`config.mk`:
```
export PLATFORM = sky130hd
export DESIGN_NAME = seq101_pattern_gen_flat
export DESIGN_NICKNAME = d
export VERILOG_FILES = /design/src/rtl/seq101_pattern_gen_pkg.sv /design/src/rtl/seq101_pattern_gen_if.sv /design/src/rtl/seq101_hit_tracker.sv /design/src/rtl/seq101_pattern_gen.sv /design/src/flat_wrapper.sv
export SDC_FILE = /design/constraint.sdc
export NUM_CORES = 1
export LEC_CHECK = 0
export ABC_AREA = 0
export BUFFER_PORTS_ARGS = -buffer_cell sky130_fd_sc_hd__buf_2
export CORE_MARGIN = 10
export CORE_UTILIZATION = 53
export DETAILED_ROUTE_END_ITERATION = 8
export PLACE_DENSITY = 0.72
export SETUP_SLACK_MARGIN = 0.15
export SLEW_MARGIN = 20
export SYNTH_ARGS = -nofsm -noshare
export SYNTH_HDL_FRONTEND = slang
export SYNTH_SLANG_ARGS = --single-unit
```
`constraint.sdc`:
```
create_clock -name clock -period 3.1 [get_ports clock]
set_clock_uncertainty 0.15 [all_clocks]
set_input_delay 0.155 -clock clock [delete_from_list [all_inputs] [get_ports clock]]
set_output_delay 0.155 -clock clock [all_outputs]
set_load 0.02 [all_outputs]
```
`src/rtl/seq101_pattern_gen_pkg.sv`:
```
// seq101_pattern_gen_pkg
// Shared widths, FSM state encoding and the length clamp helper for the
// "101" pattern generator slice.
//   No ports. Imported by the interface, the hit tracker and the top.
package seq101_pattern_gen_pkg;

  localparam int MAX_LEN = 16;
  localparam int LEN_W   = 5;
  localparam int REP_W   = 4;
  localparam int HIT_W   = 8;
  localparam int IDX_W   = $clog2(MAX_LEN);

  typedef enum logic [1:0] {
    IDLE  = 2'b00,
    SHIFT = 2'b01,
    DONE  = 2'b10
  } state_e;

  function automatic logic [LEN_W-1:0] clamp_len(input logic [LEN_W-1:0] len);
    return (len > LEN_W'(MAX_LEN)) ? LEN_W'(MAX_LEN) : len;
  endfunction

endpackage

```
`src/rtl/seq101_pattern_gen_if.sv`:
```
// seq101_pattern_gen_if
// Request/stream bundle between a pattern-generator client and the generator.
//   start, pattern, length, repeat_n : client -> generator
//   w, w_valid, busy, done, hit_count : generator -> client
//   modport master : client side
//   modport slave  : generator side
interface seq101_pattern_gen_if;
  import seq101_pattern_gen_pkg::*;

  logic               start;
  logic [MAX_LEN-1:0] pattern;
  logic [LEN_W-1:0]   length;
  logic [REP_W-1:0]   repeat_n;
  logic               w;
  logic               w_valid;
  logic               busy;
  logic               done;
  logic [HIT_W-1:0]   hit_count;

  modport master (
    output start, pattern, length, repeat_n,
    input  w, w_valid, busy, done, hit_count
  );

  modport slave (
    input  start, pattern, length, repeat_n,
    output w, w_valid, busy, done, hit_count
  );

endinterface

```
`src/rtl/seq101_hit_tracker.sv`:
```
// seq101_hit_tracker
// Counts overlapping "101" occurrences in a valid-qualified bit stream.
//   clock     : system clock, rising edge
//   resetn    : asynchronous active-low reset
//   clear     : synchronous clear of history and count
//   bit_valid : bit_in carries a stream bit this cycle
//   bit_in    : stream bit
//   count     : saturating occurrence count
module seq101_hit_tracker
  import seq101_pattern_gen_pkg::*;
(
  input  logic             clock,
  input  logic             resetn,
  input  logic             clear,
  input  logic             bit_valid,
  input  logic             bit_in,
  output logic [HIT_W-1:0] count
);

  // hist[1] is the older bit, hist[0] the newer one
  logic [1:0] hist;

  always_ff @(posedge clock or negedge resetn) begin
    if (!resetn) begin
      hist  <= 2'b00;
      count <= '0;
    end else if (clear) begin
      hist  <= 2'b00;
      count <= '0;
    end else if (bit_valid) begin
      hist <= {hist[0], bit_in};
      if ((hist == 2'b10) && bit_in && (count != {HIT_W{1'b1}}))
        count <= count + HIT_W'(1);
    end
  end

endmodule

```
`src/rtl/seq101_pattern_gen.sv`:
```
// seq101_pattern_gen
// Serial MSB-first pattern transmitter feeding the "101" detector, with an
// optional back-to-back repeat and a running count of "101" hits emitted.
//   clock  : system clock, rising edge
//   resetn : asynchronous active-low reset
//   bus    : seq101_pattern_gen_if.slave (start/pattern/length/repeat_n in,
//            w/w_valid/busy/done/hit_count out)
//
// state | meaning
// IDLE  | waiting for start; hit_count holds last run's result
// SHIFT | one pattern bit on w per cycle, passes back-to-back
// DONE  | single-cycle done pulse, start ignored
module seq101_pattern_gen
  import seq101_pattern_gen_pkg::*;
(
  input  logic                 clock,
  input  logic                 resetn,
  seq101_pattern_gen_if.slave  bus
);

  state_e             state_q, state_d;
  logic [MAX_LEN-1:0] pat_q, pat_d;
  logic [LEN_W-1:0]   len_q, len_d;
  logic [REP_W-1:0]   rep_q, rep_d;
  logic [REP_W-1:0]   pass_q, pass_d;
  logic [IDX_W-1:0]   idx_q, idx_d;
  logic               w_q, w_d;
  logic               accept;
  logic [LEN_W-1:0]   eff_len;
  logic [IDX_W-1:0]   first_idx;
  logic [IDX_W-1:0]   wrap_idx;
  logic [IDX_W-1:0]   next_idx;
  logic [HIT_W-1:0]   hit_count;

  assign eff_len   = clamp_len(bus.length);
  // Top index of the pass; only meaningful when the length is non-zero.
  assign first_idx = IDX_W'(eff_len - LEN_W'(1));
  assign wrap_idx  = IDX_W'(len_q - LEN_W'(1));
  assign next_idx  = idx_q - IDX_W'(1);

  always_ff @(posedge clock or negedge resetn) begin
    if (!resetn) state_q <= IDLE;
    else         state_q <= state_d;
  end

  always_comb begin
    state_d = state_q;
    pat_d   = pat_q;
    len_d   = len_q;
    rep_d   = rep_q;
    pass_d  = pass_q;
    idx_d   = idx_q;
    w_d     = 1'b0;
    accept  = 1'b0;
    case (state_q)
      IDLE: begin
        if (bus.start) begin
          accept = 1'b1;
          pat_d  = bus.pattern;
          len_d  = eff_len;
          rep_d  = bus.repeat_n;
          pass_d = '0;
          idx_d  = first_idx;
          if (eff_len == '0) begin
            state_d = DONE;
          end else begin
            state_d = SHIFT;
            w_d     = bus.pattern[first_idx];
          end
        end
      end
      SHIFT: begin
        if (idx_q == '0) begin
          if (pass_q == rep_q) begin
            state_d = DONE;
          end else begin
            pass_d = pass_q + REP_W'(1);
            idx_d  = wrap_idx;
            w_d    = pat_q[wrap_idx];
          end
        end else begin
          idx_d = next_idx;
          w_d   = pat_q[next_idx];
        end
      end
      DONE:    state_d = IDLE;
      default: state_d = IDLE;
    endcase
  end

  always_ff @(posedge clock or negedge resetn) begin
    if (!resetn) begin
      pat_q  <= '0;
      len_q  <= '0;
      rep_q  <= '0;
      pass_q <= '0;
      idx_q  <= '0;
      w_q    <= 1'b0;
    end else begin
      pat_q  <= pat_d;
      len_q  <= len_d;
      rep_q  <= rep_d;
      pass_q <= pass_d;
      idx_q  <= idx_d;
      w_q    <= w_d;
    end
  end

  // The bit on w during SHIFT enters the history on the following edge, so
  // hit_count is final by the DONE cycle.
  seq101_hit_tracker u_hit_tracker (
    .clock     (clock),
    .resetn    (resetn),
    .clear     (accept),
    .bit_valid (state_q == SHIFT),
    .bit_in    (w_q),
    .count     (hit_count)
  );

  assign bus.w         = w_q;
  assign bus.w_valid   = (state_q == SHIFT);
  assign bus.busy      = (state_q == SHIFT);
  assign bus.done      = (state_q == DONE);
  assign bus.hit_count = hit_count;

endmodule

```
`src/flat_wrapper.sv`:
```
// flat-port wrapper written by rule: the top's interface ports become plain ports
module seq101_pattern_gen_flat import seq101_pattern_gen_pkg::*;
  (clock, resetn, bus_start, bus_pattern, bus_length, bus_repeat_n, bus_w, bus_w_valid, bus_busy, bus_done, bus_hit_count);
  seq101_pattern_gen_if bus_i ();
  input  logic clock;
  input  logic resetn;
  input wire logic [$bits(bus_i.start)-1:0] bus_start;
  input wire logic [$bits(bus_i.pattern)-1:0] bus_pattern;
  input wire logic [$bits(bus_i.length)-1:0] bus_length;
  input wire logic [$bits(bus_i.repeat_n)-1:0] bus_repeat_n;
  output wire logic [$bits(bus_i.w)-1:0] bus_w;
  output wire logic [$bits(bus_i.w_valid)-1:0] bus_w_valid;
  output wire logic [$bits(bus_i.busy)-1:0] bus_busy;
  output wire logic [$bits(bus_i.done)-1:0] bus_done;
  output wire logic [$bits(bus_i.hit_count)-1:0] bus_hit_count;
  assign bus_i.start = bus_start;
  assign bus_i.pattern = bus_pattern;
  assign bus_i.length = bus_length;
  assign bus_i.repeat_n = bus_repeat_n;
  assign bus_w = bus_i.w;
  assign bus_w_valid = bus_i.w_valid;
  assign bus_busy = bus_i.busy;
  assign bus_done = bus_i.done;
  assign bus_hit_count = bus_i.hit_count;
  seq101_pattern_gen u_core (.clock(clock), .resetn(resetn), .bus(bus_i));
endmodule
```
==> results of run 1 <==
[worst max path at each step]
stage / from / endpoint / depth (start not counted)
2_1_floorplan: u_core.idx_q[0] / u_core.bus.w / 8
3_3_place_gp: u_core.len_q[0] / u_core.bus.w / 7
3_5_place_dp: u_core.len_q[0] / u_core.bus.w / 7
4_1_cts: u_core.len_q[0] / u_core.bus.w / 7
5_1_grt: u_core.len_q[0] / u_core.bus.w / 7
6_report: u_core.len_q[0] / u_core.bus.w / 7
[critical path: stages (launching register included)]
cell	delay (ns)
dfrtp_1	0.52
inv_1	0.10
ha_1	0.21
xor2_1	0.38
mux4_1	0.35
mux4_2	0.47
nand2_1	0.08
nand4_1	0.09
[state kept, by name (all words and copies together) (netlist names)]
| signal | cells |
|---|---|
| u_core.u_hit_tracker.count | 8 |
| u_core.pat_q | 16 |
| u_core.state_q | 2 |
| u_core.idx_q | 4 |
| u_core.len_q | 4 |
| u_core.pass_q | 4 |
| u_core.u_hit_tracker.hist | 2 |
| u_core.rep_q | 4 |
| u_core.bus.w | 1 |
[metal layers]
| metal | vias up | wire, um | share of wire (%) |
|---|---|---|---|
| li1 | 1118 | - | - |
| met1 | 1119 | 2951 | 44 |
| met2 | 66 | 3197 | 48 |
| met3 | 11 | 416 | 6.2 |
| met4 | 0 | 93 | 1.4 |
| met5 | - | 0 | 0 |
[power groups by stage]
| stage | Combinational [uW] | Sequential (uW) | Clock [uW] |
|---|---|---|---|
| 2_1_floorplan | 966 | 930 | 0 |
| 3_3_place_gp | 1170 | 1010 | 0 |
| 3_5_place_dp | 1190 | 1020 | 0 |
| 4_1_cts | 1220 | 1010 | 472 |
| 5_1_grt | 1370 | 1030 | 498 |
| 6_report | 1220 | 1010 | 464 |
[cell usage after synthesis, drive strengths merged (4+ instances only)]
cell type / count / area share, %
nand2: 95 / 13
dfrtp: 45 / 42
nor2: 18 / 2.6
clkbuf: 11 / 1.6
inv: 11 / 1.6
mux2i: 11 / 4.1
o21ai: 11 / 2.1
xnor2: 11 / 3.6
mux4: 9 / 8.2
nand4: 7 / 1.6
nor3: 7 / 1.3
ha: 5 / 2.4
xor2: 5 / 1.6
nand2b: 4 / 0.94
nand3: 4 / 0.75
[area by class of cell]
class / count / share of cell area (%)
Clock inverter: 1 / 0.9220
Tap cell: 67 / 2.574
Multi-Input combinational cell: 222 / 44.10
Clock buffer: 7 / 2.651
Sequential cell: 45 / 34.58
Timing Repair Buffer: 66 / 13.91
Inverter: 11 / 1.268
[kinds of logic after synthesis]
family / Yosys count
buffers and inverters: 24
flip-flops: 45
adder cells (fa/ha/maj): 5
AO/OA/AOI/OAI: 28
AND/OR/NAND/NOR: 150
XOR/XNOR: 16
multiplexers: 23
[stage by stage]
step,instance area [um^2],total power (uW),utilization [%]
floorplan,2659,1896,-
global placement,2928,2187,61.18
detailed placement,2928,2215,61.18
CTS,3254,2700,68.00
global route,3257,2895,68.05
finish,3257,2687,68.05
[timing repair]
action	in CTS	in global routing
buffers inserted	0	0
hold endpoints to repair	65	0
hold buffers	21	0
==> flow_summary_export.csv, run 1 <==
group,metric,value,unit
floorplanning,rows,25,
setup_path,r2r_slack,0.63,ns
yosys,synth_cell_types,45,
clocking,htree_levels,2,
timing,rsz0062_at_grt,"false",
global_route,busiest_layer,"met2",
yosys,synth_xor_area_share,5.271,%
global_route,use_met1,19.90,%
setup_path,reg2reg_to,"u_core.bus.w",
placement,portBuffers,39,
global_route,met2_usage,27.58,%
yosys,ys_seq_area_share,42.35,%
hold_path,hp-class,"in -> reg",
clocking,clk_path_buf_depth,2,
floorplanning,start_util,55.56,%
setup_path,r2r-start,"u_core.len_q[0]",
clocking,clock_latency,0.30,ns
setup_path,cp-end-kind,"flip-flop",
placement,post-place-ws,0.6459,ns
clocking,postCtsResizedCells,0,
yosys,syn-cell-area,2659,um^2
final_layout,final_cells,419,
pwr,sequentialPowerShare,37.5,%
floorplanning,die_area,8249,um^2
timing,fin_setup_tns,0,ns
yosys,synth_flop_cell,"dfrtp_1",
global_route,grt_pass1_vias,2388,
final_layout,regArea,1126,um^2
yosys,yosys_warnings,0,
status,outcome,"finished clean",
pwr,max-vdd-ir-drop,358.1,uV
pwr,clock_power_share,17.3,%
timing,relSlewSlack,48.81,%
pwr,switchingPower,1050,uW
setup_path,reg2regPathDepth,7,
final_layout,final_cell_mix,"nand2_1, dfrtp_1, buf_2",
floorplanning,num_io_pins,40,
floorplanning,die_x,90.83,um
pwr,comb_power_share,45.3,%
placement,place_congestion,0.9480,
clocking,root_buffer,"clkbuf_8",
yosys,synth_top_family_by_area,"simple AND/OR/NAND/NOR gates",
timing,post-route-period-util,79.78,%
final_layout,syn_to_final_growth,22.49,%
timing,worst_pin_slew,0.7660,ns
timing,final_hold_viol_count,0,
floorplanning,die_height,90.83,um
final_layout,multiInputGateArea,1436,um^2
timing,period_minus_slack,2.473,ns
floorplanning,core-area,4786,um^2
global_route,grt_usage,16.42,%
global_route,grt_overflow,0,
clocking,cts_made_buffers,5,
global_route,grt_pass1_wl,11280,um
routing,num_vias,2314,
hold_path,worstHoldEndpoint,"u_core.len_q[3]",
timing,setup_violations,0,
yosys,synthAdderAreaFrac,2.353,%
pwr,power.internal,1637,uW
setup_path,cp.required,3.13,ns
routing,drt_pass1_iterations,4,
setup_path,arrival,2.50,ns
final_layout,nets,384,
yosys,synth_compound_area_share,7.106,%
clocking,clkTransAtPathRegs,0.08,ns
timing,fmax,404.3,MHz
routing,drt_iter0_markers,137,
final_layout,n_antenna_cell,0,
pwr,power_density,825.1,nW/um^2
final_layout,final_common_cell,"nand2_1",
final_layout,drive_gt1_share,18.18,%
setup_path,setup.worst_path.start_class,"flip-flop",
timing,final.setup.worst_slack,0.6268,ns
global_route,antenna_found_initial,0,
timing,whs,0.02459,ns
pwr,p_sw_share,39.07,%
routing,via_per_inst,5.523,
clocking,cts.sinks,45,
setup_path,crit_fanout,7,
hold_path,hold_start,"bus_length[3]",
routing,postRouteAntennaNets,0,
hold_path,hold_depth,3,
timing,drv_slew,0,
placement,hpwl,4781,um
yosys,synth_cells,291,
routing,drc,0,
routing,wl_per_cell,15.89,um
routing,drt-total-wl,6658,um
flow_run,max_cap_violations,0,
placement,post-place-cells,390,
yosys,muxShareOfSynthArea,13.60,%
clocking,cts_tree,"done",
final_layout,n_fill_cell,403,
yosys,syn_avg_cell_area,9.137,um^2
global_route,met3_usage,4.988,%
yosys,synth-edff-count,0,
global_route,grt_max_degree,46,
yosys,yosys.area_share.simple,25.51,%
setup_path,worst-setup-path-type,"reg -> reg",
yosys,synth_seq_cells,45,
yosys,synth_nets,324,
yosys,async_flop_share,100.0,%
pwr,p_leak,0.001568,uW
Note: power is estimated with default switching activity, not from simulation.
==> run 2, diff against run 1 <==
- ABC_AREA: 0 -> 1
- clock period: 3.1 -> 2.5 ns (I/O delays scaled with it)
==> flow_summary_export.csv, run 2 <==
group,metric,value,unit
final_layout,top_register,"u_core.pat_q",
placement,placed_cell_area,3020,um^2
final_layout,final_common_cell,"nand2_1",
routing,wl_per_cell,13.46,um
final_layout,multiInputGateArea,1415,um^2
floorplanning,core-area,5075,um^2
setup_path,reg2reg_to,"u_core.bus.w",
flow_run,max_cap_violations,0,
final_layout,postLayoutCellArea,3348,um^2
yosys,yosys.area.top_type,"dfrtp_1",
pwr,power_density,392.3,nW/um^2
timing,relSlewSlack,62.97,%
global_route,grt_max_degree,39,
clocking,post_cts_buffers,0,
floorplanning,rows,26,
floorplanning,num_io_pins,40,
setup_path,r2r-start,"u_core.idx_q[0]",
status,outcome,"finished clean",
yosys,synth_flop_cell,"dfrtp_1",
yosys,synth_cell_types,35,
setup_path,worstSetupStartpoint,"u_core.idx_q[0]",
hold_path,hp-class,"in -> reg",
placement,hpwl,5033,um
global_route,grt_overflow,0,
global_route,grt_usage,16.97,%
setup_path,crit_fanout,11,
yosys,synth_seq_cells,45,
yosys,yosys_warnings,0,
final_layout,largest_reg_flops,16,
clocking,root_buffer,"clkbuf_8",
timing,worst_pin_slew,0.5534,ns
yosys,synth.top_cells.by_count,"nand2_1, nand3_1, dfrtp_1",
clocking,htree_levels,2,
global_route,met3_usage,3.830,%
pwr,p_leak,0.001699,uW
setup_path,setup.worst_path.start_class,"flip-flop",
clocking,cts.sinks,45,
yosys,async_flop_share,100.0,%
final_layout,nets,478,
setup_path,reg2regPathDepth,11,
timing,period_minus_slack,2.094,ns
global_route,busiest_layer,"met2",
yosys,syn_avg_cell_area,7.267,um^2
pwr,max-vdd-ir-drop,270.0,uV
floorplanning,die_area,8516,um^2
clocking,cts_tree,"done",
final_layout,final_cells,515,
timing,final_hold_viol_count,0,
timing,fmax,477.5,MHz
clocking,clock_latency,0.30,ns
routing,drc,0,
setup_path,cp-end-kind,"flip-flop",
clocking,cts_made_buffers,5,
yosys,ys_seq_area_share,40.67,%
final_layout,n_fill_cell,470,
routing,via_per_inst,5.031,
placement,portBuffers,39,
global_route,use_met1,22.27,%
global_route,antenna_found_initial,0,
setup_path,cp-endpoint,"u_core.bus.w",
timing,post-route-period-util,83.78,%
final_layout,syn_to_final_growth,20.92,%
floorplanning,start_util,54.56,%
setup_path,r2r_slack,0.41,ns
routing,postRouteAntennaNets,0,
routing,drt-total-wl,6934,um
global_route,grt_pass1_vias,2506,
final_layout,drive_gt1_share,16.18,%
yosys,synth_cells,381,
clocking,clk_path_buf_depth,2,
timing,setup_violations,0,
routing,num_vias,2591,
final_layout,final_cell_mix,"nand2_1, nand3_1, dfrtp_1",
yosys,synth-edff-count,0,
yosys,yosysMostFrequentCell,"nand2_1",
yosys,synth_area_leaders,"dfrtp_1, nand2_1, nand3_1",
placement,place_congestion,0.9412,
placement,post-place-cells,484,
floorplanning,die_height,92.28,um
setup_path,cp.required,2.54,ns
final_layout,regArea,1127,um^2
global_route,grt_pass1_wl,11880,um
global_route,met2_usage,27.12,%
final_layout,biggestRegsByFlops,"u_core.pat_q (16), u_core.u_hit_tracker.count (8)",
final_layout,n_antenna_cell,0,
floorplanning,die_x,92.28,um
routing,drt_pass1_iterations,5,
setup_path,worst-setup-path-type,"reg -> reg",
timing,whs,0.01569,ns
yosys,syn-cell-area,2769,um^2
setup_path,arrival,2.14,ns
clocking,clkTransAtPathRegs,0.08,ns
yosys,synth_nets,414,
timing,drv_slew,0,
timing,fin_setup_tns,0,ns
yosys,yosysTopAreaCellShare,40.67,%
routing,drt_iter0_markers,154,
timing,rsz0062_at_grt,"false",
final_layout,fin_util,65.98,%
run 2: cell types whose count changed in the layout (fill, tap and decap cells not counted), moves of 5 or more:
cell | before | now
nand3_1 | 4 | 46
nand2_1 | 95 | 134
inv_1 | 10 | 36
mux2i_1 | 11 | 0
o21ai_0 | 11 | 22
xnor2_1 | 11 | 2
o21ai_1 | 0 | 6
xor2_1 | 5 | 11
mux4_2 | 5 | 0
nand4_1 | 7 | 2
run 2: cells by family after synthesis:
family / count (synthesis) / share of synthesized area [%]
and+or+nand+nor: 219 / 34.88
buffers and inverters: 53 / 8.224
AOI/OAI and AO/OA: 46 / 9.852
DFF: 45 / 40.67
xor gates and xnor gates: 13 / 4.112
adders and majority gates: 5 / 2.259
run 2: layout make-up:
cell class                 count  area share [%]
clock buffer                   7           2.578
multi-input combinational    283           42.26
inverter                      43           4.970
timing repair buffer          67           13.90
sequential                    45           33.67
tap                           70           2.616
run 2: worst max-delay path: stages (launching register included):
cell and delay [ns]:
dfrtp_1 0.56, inv_2 0.16, ha_1 0.39, inv_1 0.11, a21oi_1 0.12, o21ai_0 0.11
nand3_1 0.08, nand3_1 0.06, nand3_1 0.09, nand2_1 0.06, inv_1 0.05, nand2_1 0.04
run 2: worst min path at each step:
| stage | cells past startpoint | end | from | slack [ns] |
|---|---|---|---|---|
| detailed placement | 1 | u_core.pat_q[12] | resetn | -0.08 |
| global placement | 1 | u_core.pat_q[2] | resetn | -0.08 |
| floorplan | 0 | u_core.bus.w | resetn | -0.32 |
| CTS | 4 | u_core.len_q[2] | bus_length[4] | 0.008 |
| global route | 4 | u_core.len_q[2] | bus_length[4] | 0.05 |
| finish | 4 | u_core.len_q[2] | bus_length[4] | 0.02 |
run 2: where the power goes:
group,internal (uW),switching (uW)
clock network,220,240
logic,59.7,67.3
registers,727,0
total,1010,307
run 2: metrics by stage:
step           worst slack (ns)  total power (uW)
2_1_floorplan            0.7583             784.9
3_3_place_gp             0.4147             838.6
3_5_place_dp             0.3520             839.6
4_1_cts                  0.3459              1325
5_1_grt                  0.1828              1375
6_report                 0.4056              1313
run 2: metal layers:
metal	part of all wire (%)	vias to the layer above
met5	0	-
met3	7.3	11
met4	1.5	0
met1	45	1147
li1	-	1343
met2	46	90
run 2: what timing repair did:
| item | in CTS | in global routing |
|---|---|---|
| hold endpoints to repair | 40 | 0 |
| setup endpoints to repair | 0 | 1 |
| hold buffers | 24 | 0 |
| gates resized for setup | 0 | 1 |
==> run 3, diff against run 2 <==
- clock period: 2.5 -> 2.1 ns (I/O delays scaled with it)
==> flow_summary_export.csv, run 3 (synthesis results as in run 2) <==
group,metric,value,unit
final_layout,largest_reg_flops,16,
setup_path,worst-setup-path-type,"reg -> reg",
routing,drt-total-wl,7329,um
placement,place_congestion,0.8876,
setup_path,cp_common_cell,"nand2_4",
final_layout,final_common_cell,"nand2_1",
timing,fmax,558.1,MHz
placement,portBuffers,39,
pwr,p_leak,0.001733,uW
setup_path,arrival,1.84,ns
floorplanning,die_area,8516,um^2
final_layout,nets,483,
flow_run,max_cap_violations,0,
clocking,cts_made_buffers,5,
timing,fin_setup_tns,0,ns
clocking,root_buffer,"clkbuf_8",
global_route,grt_usage,17.89,%
final_layout,final_cell_mix,"nand2_1, nand3_1, dfrtp_1",
routing,postRouteAntennaNets,0,
global_route,grt_pass1_vias,2579,
global_route,grt_pass1_wl,12600,um
placement,placed_cell_area,3050,um^2
setup_path,cp.required,2.15,ns
timing,whs,0.02443,ns
setup_path,r2r_slack,0.31,ns
floorplanning,core-area,5075,um^2
floorplanning,rows,26,
floorplanning,num_io_pins,40,
final_layout,drive_gt1_share,17.74,%
setup_path,cp-end-kind,"flip-flop",
timing,rsz0062_at_grt,"false",
floorplanning,die_height,92.28,um
setup_path,slowest_delay,0.42,ns
status,outcome,"finished clean",
setup_path,crit_fanout,9,
timing,worst_pin_slew,0.8293,ns
clocking,clock_latency,0.30,ns
routing,drt_iter0_markers,195,
placement,hpwl,5223,um
global_route,antenna_found_initial,0,
global_route,grt_max_degree,39,
final_layout,syn_to_final_growth,23.50,%
timing,relSlewSlack,44.71,%
routing,via_per_inst,5.276,
final_layout,biggestRegsByFlops,"u_core.pat_q (16), u_core.u_hit_tracker.count (8)",
final_layout,n_antenna_cell,0,
timing,period_minus_slack,1.792,ns
final_layout,postLayoutCellArea,3420,um^2
final_layout,top_register,"u_core.pat_q",
floorplanning,start_util,54.56,%
setup_path,path_cells,"ha_1 > nand2_1 > nor2_4 > nand4_1 > nand2_4 > nand2_4 > a21oi_1 > nor2_1",
clocking,clk_path_buf_depth,2,
timing,post-route-period-util,85.33,%
timing,drv_slew,0,
clocking,cts_tree,"done",
setup_path,critical_path.slowest_cell,"dfrtp_1",
timing,setup_violations,0,
clocking,htree_levels,2,
clocking,cts.sinks,45,
routing,drc,0,
routing,wl_per_cell,14.07,um
setup_path,setup.worst_path.start_class,"flip-flop",
clocking,clkTransAtPathRegs,0.09,ns
routing,num_vias,2749,
hold_path,hp-class,"in -> reg",
final_layout,n_fill_cell,467,
global_route,grt_overflow,0,
setup_path,critPathBufInv,0,
routing,drt_pass1_iterations,5,
pwr,power_density,475.6,nW/um^2
floorplanning,die_x,92.28,um
timing,final_hold_viol_count,0,
setup_path,crit_family,"simple AND/OR/NAND/NOR gates",
pwr,max-vdd-ir-drop,360.3,uV
## run 3: what timing repair did
item | in CTS | in global routing
endpoints found under the setup margin | 0 | 2
resized for setup | 0 | 5
hold buffers | 25 | 0
buffers inserted | 0 | 0
hold endpoints to repair | 57 | 0
## run 3: area by class of cell
type	instances	area, um^2	area share [%]
flip-flops and latches	45	1126	32.93
clock inverters	1	5.005	0.1464
well taps	70	87.58	2.561
repair buffers	72	505.5	14.78
clock buffers	7	96.34	2.817
multi-input cells	283	1430	41.82
inverters	43	168.9	4.940
## run 3: final timing paths
path	cells past startpoint	end	startpoint
worst max-delay path	8	u_core.u_hit_tracker.count[5]	u_core.u_hit_tracker.count[0]
worst min-delay path	4	u_core.len_q[3]	bus_length[4]
worst max register to register	8	u_core.u_hit_tracker.count[5]	u_core.u_hit_tracker.count[0]
worst min register to register	2	u_core.rep_q[0]	u_core.rep_q[0]
max in group asynchronous	3	u_core.u_hit_tracker.count[3]	resetn
min in group asynchronous	2	u_core.u_hit_tracker.count[0]	resetn
## run 3: per-layer routing
metal  vias to the layer above  global-route usage [%]  wire, um
li1                       1360                       -         -
met5                         -                       0         0
met4                         0                   4.884       125
met1                      1277                   23.44      3266
met2                       101                   28.53      3437
met3                        11                   4.564       499
## run 3: per-stage QoR
stage	total power [uW]	cells	util (%)	setup WS (ns)
final	1626	521	67.38	0.3081
after global routing	1679	521	67.38	0.1667
after CTS	1627	521	67.04	0.2785
after detailed placement	1002	488	60.11	0.3294
after global placement	1001	488	60.11	0.3722
after floorplan	934.4	381	-	0.3583
## run 3: power by group
group          internal, uW  total [uW]  switching, uW
sequential              866         866              0
combinational          74.7         159           84.0
clock                   298         602            304
## run 3: worst min-delay path, cell delays in order
cell and delay (ns):
buf_2 0.11, inv_2 0.06, nand3_1 0.07, o21ai_0 0.08
